`src/rtl/regfile_2r1w_param.sv`:
```
// regfile_2r1w_param: parametrised 2-read/1-write register file with
// registered read ports, optional write-through bypass, optional hardwired
// zero register and a sequential clear engine that sweeps the array one
// entry per cycle after reset or on request.
//
// Handshake: there is no valid/ready pair. A write is accepted on any rising
// edge where we=1 and busy=0, and is dropped otherwise. Read data for the
// selects and write inputs seen at an edge appears on A/B after that edge.
module regfile_2r1w_param #(
    parameter int                DATA_W   = 8,
    parameter int                ADDR_W   = 4,
    parameter int                DEPTH    = 16,
    parameter int                ZERO_REG = 0,
    parameter int                BYPASS   = 1,
    parameter logic [DATA_W-1:0] CLR_VAL  = '0
) (
    input  logic              clk,
    input  logic              rst,
    input  logic              we,
    input  logic [ADDR_W-1:0] replaceSel,
    input  logic [DATA_W-1:0] replaceData,
    input  logic [ADDR_W-1:0] A_sel,
    input  logic [ADDR_W-1:0] B_sel,
    input  logic              clear,
    output logic [DATA_W-1:0] A,
    output logic [DATA_W-1:0] B,
    output logic              busy,
    output logic              state_dbg
);

    localparam int PTR_W = ADDR_W + 1;
    localparam logic [PTR_W-1:0] LAST_PTR  = PTR_W'(DEPTH - 1);
    localparam logic [PTR_W-1:0] DEPTH_PTR = PTR_W'(DEPTH);

    typedef enum logic {
        CLEAR = 1'b0,
        READY = 1'b1
    } state_t;

    state_t            state;
    state_t            state_next;
    logic [PTR_W-1:0]  ptr;
    logic [PTR_W-1:0]  ptr_next;

    logic [DATA_W-1:0] mem [DEPTH];

    logic              mem_we;
    logic [ADDR_W-1:0] mem_waddr;
    logic [DATA_W-1:0] mem_wdata;
    logic              wr_fire;
    logic [DATA_W-1:0] a_next;
    logic [DATA_W-1:0] b_next;

    // Address lies inside the implemented array.
    function automatic logic in_range(input logic [ADDR_W-1:0] sel);
        return {1'b0, sel} < DEPTH_PTR;
    endfunction

    // Address is the hardwired zero register (only when that option is on).
    function automatic logic is_zero_reg(input logic [ADDR_W-1:0] sel);
        return (ZERO_REG != 0) && (sel == '0);
    endfunction

    // busy is a decode of the state register, so it is glitch-free and
    // has no combinational path from any input.
    assign busy      = (state == CLEAR);
    assign state_dbg = state;

    // A user write takes effect only when idle and aimed at a real register.
    assign wr_fire = (state == READY) && we && in_range(replaceSel)
                     && !is_zero_reg(replaceSel);

    // Next-state logic and the single array write port (sweep or user write).
    always_comb begin
        state_next = state;
        ptr_next   = ptr;
        mem_we     = 1'b0;
        mem_waddr  = replaceSel;
        mem_wdata  = replaceData;
        case (state)
            CLEAR: begin
                mem_we    = 1'b1;
                mem_waddr = ptr[ADDR_W-1:0];
                mem_wdata = CLR_VAL;
                if (ptr == LAST_PTR) begin
                    state_next = READY;
                    ptr_next   = '0;
                end else begin
                    ptr_next = ptr + 1'b1;
                end
            end
            READY: begin
                mem_we = wr_fire;
                // A write in the same cycle still lands; the sweep then wipes it.
                if (clear) begin
                    state_next = CLEAR;
                    ptr_next   = '0;
                end
            end
            default: begin
                state_next = CLEAR;
                ptr_next   = '0;
            end
        endcase
    end

    // Read-port data for the coming edge: zero while sweeping, out of range
    // or on the zero register; new data on a bypassed same-address write.
    always_comb begin
        a_next = '0;
        b_next = '0;
        if (state == READY) begin
            if (in_range(A_sel) && !is_zero_reg(A_sel)) begin
                if ((BYPASS != 0) && wr_fire && (A_sel == replaceSel))
                    a_next = replaceData;
                else
                    a_next = mem[A_sel];
            end
            if (in_range(B_sel) && !is_zero_reg(B_sel)) begin
                if ((BYPASS != 0) && wr_fire && (B_sel == replaceSel))
                    b_next = replaceData;
                else
                    b_next = mem[B_sel];
            end
        end
    end

    // State, sweep pointer and registered read ports.
    always_ff @(posedge clk) begin
        if (rst) begin
            state <= CLEAR;
            ptr   <= '0;
            A     <= '0;
            B     <= '0;
        end else begin
            state <= state_next;
            ptr   <= ptr_next;
            A     <= a_next;
            B     <= b_next;
        end
    end

    // Array storage; reset leaves contents alone, the sweep does the wiping.
    always_ff @(posedge clk) begin
        if (!rst && mem_we)
            mem[mem_waddr] <= mem_wdata;
    end

endmodule

```
`config.mk`:
```
export PLATFORM = sky130hd
export DESIGN_NAME = regfile_2r1w_param
export DESIGN_NICKNAME = d
export VERILOG_FILES = /design/src/rtl/regfile_2r1w_param.sv
export SDC_FILE = /design/constraint.sdc
export NUM_CORES = 1
export LEC_CHECK = 0
export CAP_MARGIN = 15
export CORE_ASPECT_RATIO = 1.2
export CORE_UTILIZATION = 59
export DETAILED_ROUTE_END_ITERATION = 10
export GPL_TIMING_DRIVEN = 0
export PLACE_DENSITY = 0.79
export SYNTH_ARGS = -nofsm -noshare
export SYNTH_HDL_FRONTEND = slang
export SYNTH_SLANG_ARGS = --single-unit
```
`constraint.sdc`:
```
create_clock -name clk -period 2.15 [get_ports clk]
set_clock_uncertainty 0.05 [all_clocks]
set_input_delay 0.43 -clock clk [delete_from_list [all_inputs] [get_ports clk]]
set_output_delay 0.43 -clock clk [all_outputs]
set_load 0.005 [all_outputs]
```
==> flow_metrics.env <==
export IMPL_status="finished with violations"
export IMPL_violations="negative setup slack"
export IMPL_power_leakage_nw=2.83
export IMPL_ys_ff_latch=150
export IMPL_rrSetupSlack_ns=-0.01
export IMPL_setup_ws_ns=-0.00999
export IMPL_core_region_area_mm2=0.0115
export IMPL_drc_errors=0
export IMPL_worst_slew_pin_slew_ns=0.719
export IMPL_dieArea_mm2=0.0122
export IMPL_synth_edf_count=128
export IMPL_grt_first_pass_wirelength_mm=25.4
export IMPL_antennaDiodeCount=0
export IMPL_synth_most_common_cell="edfxtp_1"
export IMPL_wirelength_mm=17.8
export IMPL_clk_latency_ns=0.43
export IMPL_drt_iter0_markers=642
export IMPL_vias=4448
export IMPL_hold_path_class="in -> reg"
export IMPL_final_max_slew_viol_count=0
export IMPL_syn_nets=429
export IMPL_area_growth_synth_to_final_pct=19.8
export IMPL_syn_instance_count=404
export IMPL_firstDrtPassIters=5
export IMPL_ant_nets=0
export IMPL_stdcell_count=635
export IMPL_clkTransAtPathRegs_ns=0.06
export IMPL_postPlaceCellArea_mm2=0.00748
export IMPL_holdPathEnd="ptr[1]"
export IMPL_via_per_inst=7.00
export IMPL_slew_headroom_pct=52.1
export IMPL_grt_pass1_vias=4292
export IMPL_cts_hold_buf=0
export IMPL_nets=490
export IMPL_cp_max_fo=10
export IMPL_die_height_um=121
export IMPL_setup_tns_ns=-0.0532
export IMPL_r2r_end="mem[4][6]"
export IMPL_rsz0062_at_grt="true"
export IMPL_seq_area_frac_synth_pct=61.8
export IMPL_wl_per_cell_um=28.0
export IMPL_synth_top_area_share_pct=55.5
export IMPL_max_freq_ghz=0.463
export IMPL_htree_levels=4
export IMPL_setup_viol=8
export IMPL_placed_cells=597
export IMPL_cts_made_buffers=17
export IMPL_antenna_found_initial=0
export IMPL_ctsLongestPathBuffers=2
export IMPL_ys_async_sr_fraction_pct=0
export IMPL_ff2ff_path_depth=5
export IMPL_initial_utilization_pct=60.2
export IMPL_ir_drop_v=0.000568
export IMPL_finalCritPeriodShare_pct=100
export IMPL_ys_warnings_count=0
export IMPL_ys_types=38
export IMPL_synth_area_leaders="edfxtp_1 55%, mux4_2 21%, dfxtp_1 6.4%, a22oi_1 3.5%, a22o_1 2.0%"
export IMPL_critPathKind="reg -> reg"
export IMPL_critical_path_arrival_ns=2.17
export IMPL_holdPathStages=2
export IMPL_grt_usage_pct=30.7
export IMPL_ys_top_cells_by_count="128 x edfxtp_1, 64 x mux4_2, 32 x a22oi_1"
export IMPL_reg2reg_from="state_dbg"
export IMPL_syn_area_mm2=0.00693
export IMPL_port_buffers=36
export IMPL_min_period_ns=2.16
export IMPL_final_hold_violation_count=0
export IMPL_drive_above_1_share_pct=31.0
export IMPL_max_cap_violations=0
export IMPL_grt_max_degree=17
export IMPL_hp_start="rst"
export IMPL_synth_top_flop_cell="edfxtp_1"
export IMPL_cts_root_buf="clkbuf_16"
export IMPL_crit_required_ns=2.16
export IMPL_yosysTopAreaCell="edfxtp_1"
export IMPL_endpoint_kind="flop"
export IMPL_stdcell_area_mm2=0.00830
export IMPL_power_density_mw_per_mm2=788
export IMPL_die_w_um=101
export IMPL_synth_avg_cell_area_um2=17.1
export IMPL_tritoncts="done"
export IMPL_grt_overflow=0
export IMPL_hpwlAfterDp_mm=11.6
export IMPL_gp_congestion=0.941
export IMPL_io_pins=42
export IMPL_clock_sinks=150
export IMPL_fillers=710
export IMPL_num_rows=43
export IMPL_worst_setup_path_start_kind="flop"
export IMPL_post_route_util_pct=72.1
[logic make-up after synthesis]
family                   count (synthesis)  synth area share [%]
multiplexers                            69                  21.8
AO/OA/AOI/OAI                           61                  6.94
flip-flops                             150                  61.8
adder cells (fa/ha/maj)                  1                 0.181
AND/OR/NAND/NOR                         84                  5.98
XOR/XNOR                                 7                 0.885
buffers and inverters                   32                  2.37
[sequential cells by signal, indices dropped and copies added (netlist names)]
| name | flops |
|---|---|
| ptr | 5 |
| A | 8 |
| state_dbg | 1 |
| B | 8 |
| mem | 128 |
[worst max-delay path, stage by stage, from the launching register on]
cell and delay (ns):
dfxtp_1 0.32, buf_6 0.14, buf_4 0.18, o22ai_1 0.29, nand2_1 0.31, nor2_2 0.50
[per-stage QoR]
step	power, mW	setup WS [ns]	hold slack, ns
6_report	6.54	-0.00999	0.359
5_1_grt	6.68	-0.0922	0.410
4_1_cts	6.51	-0.109	0.358
3_5_place_dp	3.70	-0.534	0.397
3_3_place_gp	3.69	-0.515	0.377
2_1_floorplan	3.53	0.207	0.365
[report_power, final]
part / switching [mW] / internal (mW)
clock network: 1.23 / 1.62
registers: 0.0215 / 3.15
logic: 0.285 / 0.235
total: 1.54 / 5.00
[layout make-up]
type / count / area (um2) / area share (%)
multi-input cells: 222 / 2590 / 31.2
flip-flops and latches: 150 / 4280 / 51.6
plain buffers: 29 / 161 / 1.95
repair buffers: 42 / 480 / 5.79
clock buffers: 17 / 425 / 5.13
inverters: 3 / 13.8 / 0.166
well taps: 157 / 196 / 2.37
clock inverters: 15 / 145 / 1.75
[what timing repair did]
| item | CTS | global route |
|---|---|---|
| resized for setup | 25 | 21 |
| pin swaps | 0 | 8 |
| buffers inserted | 0 | 6 |
| setup endpoints to repair | 142 | 224 |
[how the worst max path moves through the flow]
stage,startpoint,endpoint,slack (ns),cells after the start
3_3_place_gp,B_sel[2],B[2],-0.51,6
3_5_place_dp,replaceSel[2],mem[0][5],-0.53,5
4_1_cts,state_dbg,mem[8][7],-0.11,5
6_report,state_dbg,mem[4][6],-0.01,5
5_1_grt,state_dbg,mem[14][1],-0.09,6
2_1_floorplan,A_sel[0],A[2],0.21,6
[metal layers]
layer / global-route usage, % / share of wire [%] / routed length (um) / up-vias
met1: 38.2 / 35 / 6160 / 2215
li1: - / - / - / 1795
met2: 50.7 / 50 / 8790 / 363
met4: 14.4 / 6.1 / 1090 / 0
met5: 0 / 0 / 0 / -
met3: 7.57 / 9.6 / 1710 / 75
[cells in the final DEF, fill, tap and decap left out, types with 3 or more instances in the layout]
| master | netlist | layout |
|---|---|---|
| a21oi_1 | 4 | 4 |
| a22o_1 | 16 | 16 |
| a22oi_1 | 32 | 32 |
| and2_1 | 10 | 6 |
| and2_2 | 0 | 4 |
| buf_1 | 8 | 6 |
| buf_12 | 0 | 6 |
| buf_2 | 5 | 5 |
| buf_4 | 4 | 5 |
| buf_6 | 3 | 3 |
| clkbuf_1 | 9 | 6 |
| clkbuf_16 | 0 | 17 |
| clkbuf_2 | 0 | 4 |
| clkdlybuf4s50_1 | 0 | 36 |
| clkinv_4 | 0 | 3 |
| clkinvlp_4 | 0 | 3 |
| dfxtp_1 | 22 | 22 |
| edfxtp_1 | 128 | 128 |
| inv_6 | 0 | 4 |
| mux4_2 | 64 | 64 |
| nand2_1 | 25 | 23 |
| nand2b_1 | 4 | 4 |
| nor2_1 | 26 | 10 |
| nor2_2 | 0 | 4 |
| nor2_4 | 0 | 12 |
| nor2b_1 | 7 | 7 |
| xnor2_1 | 6 | 6 |
(Power assumes the default switching activity.)
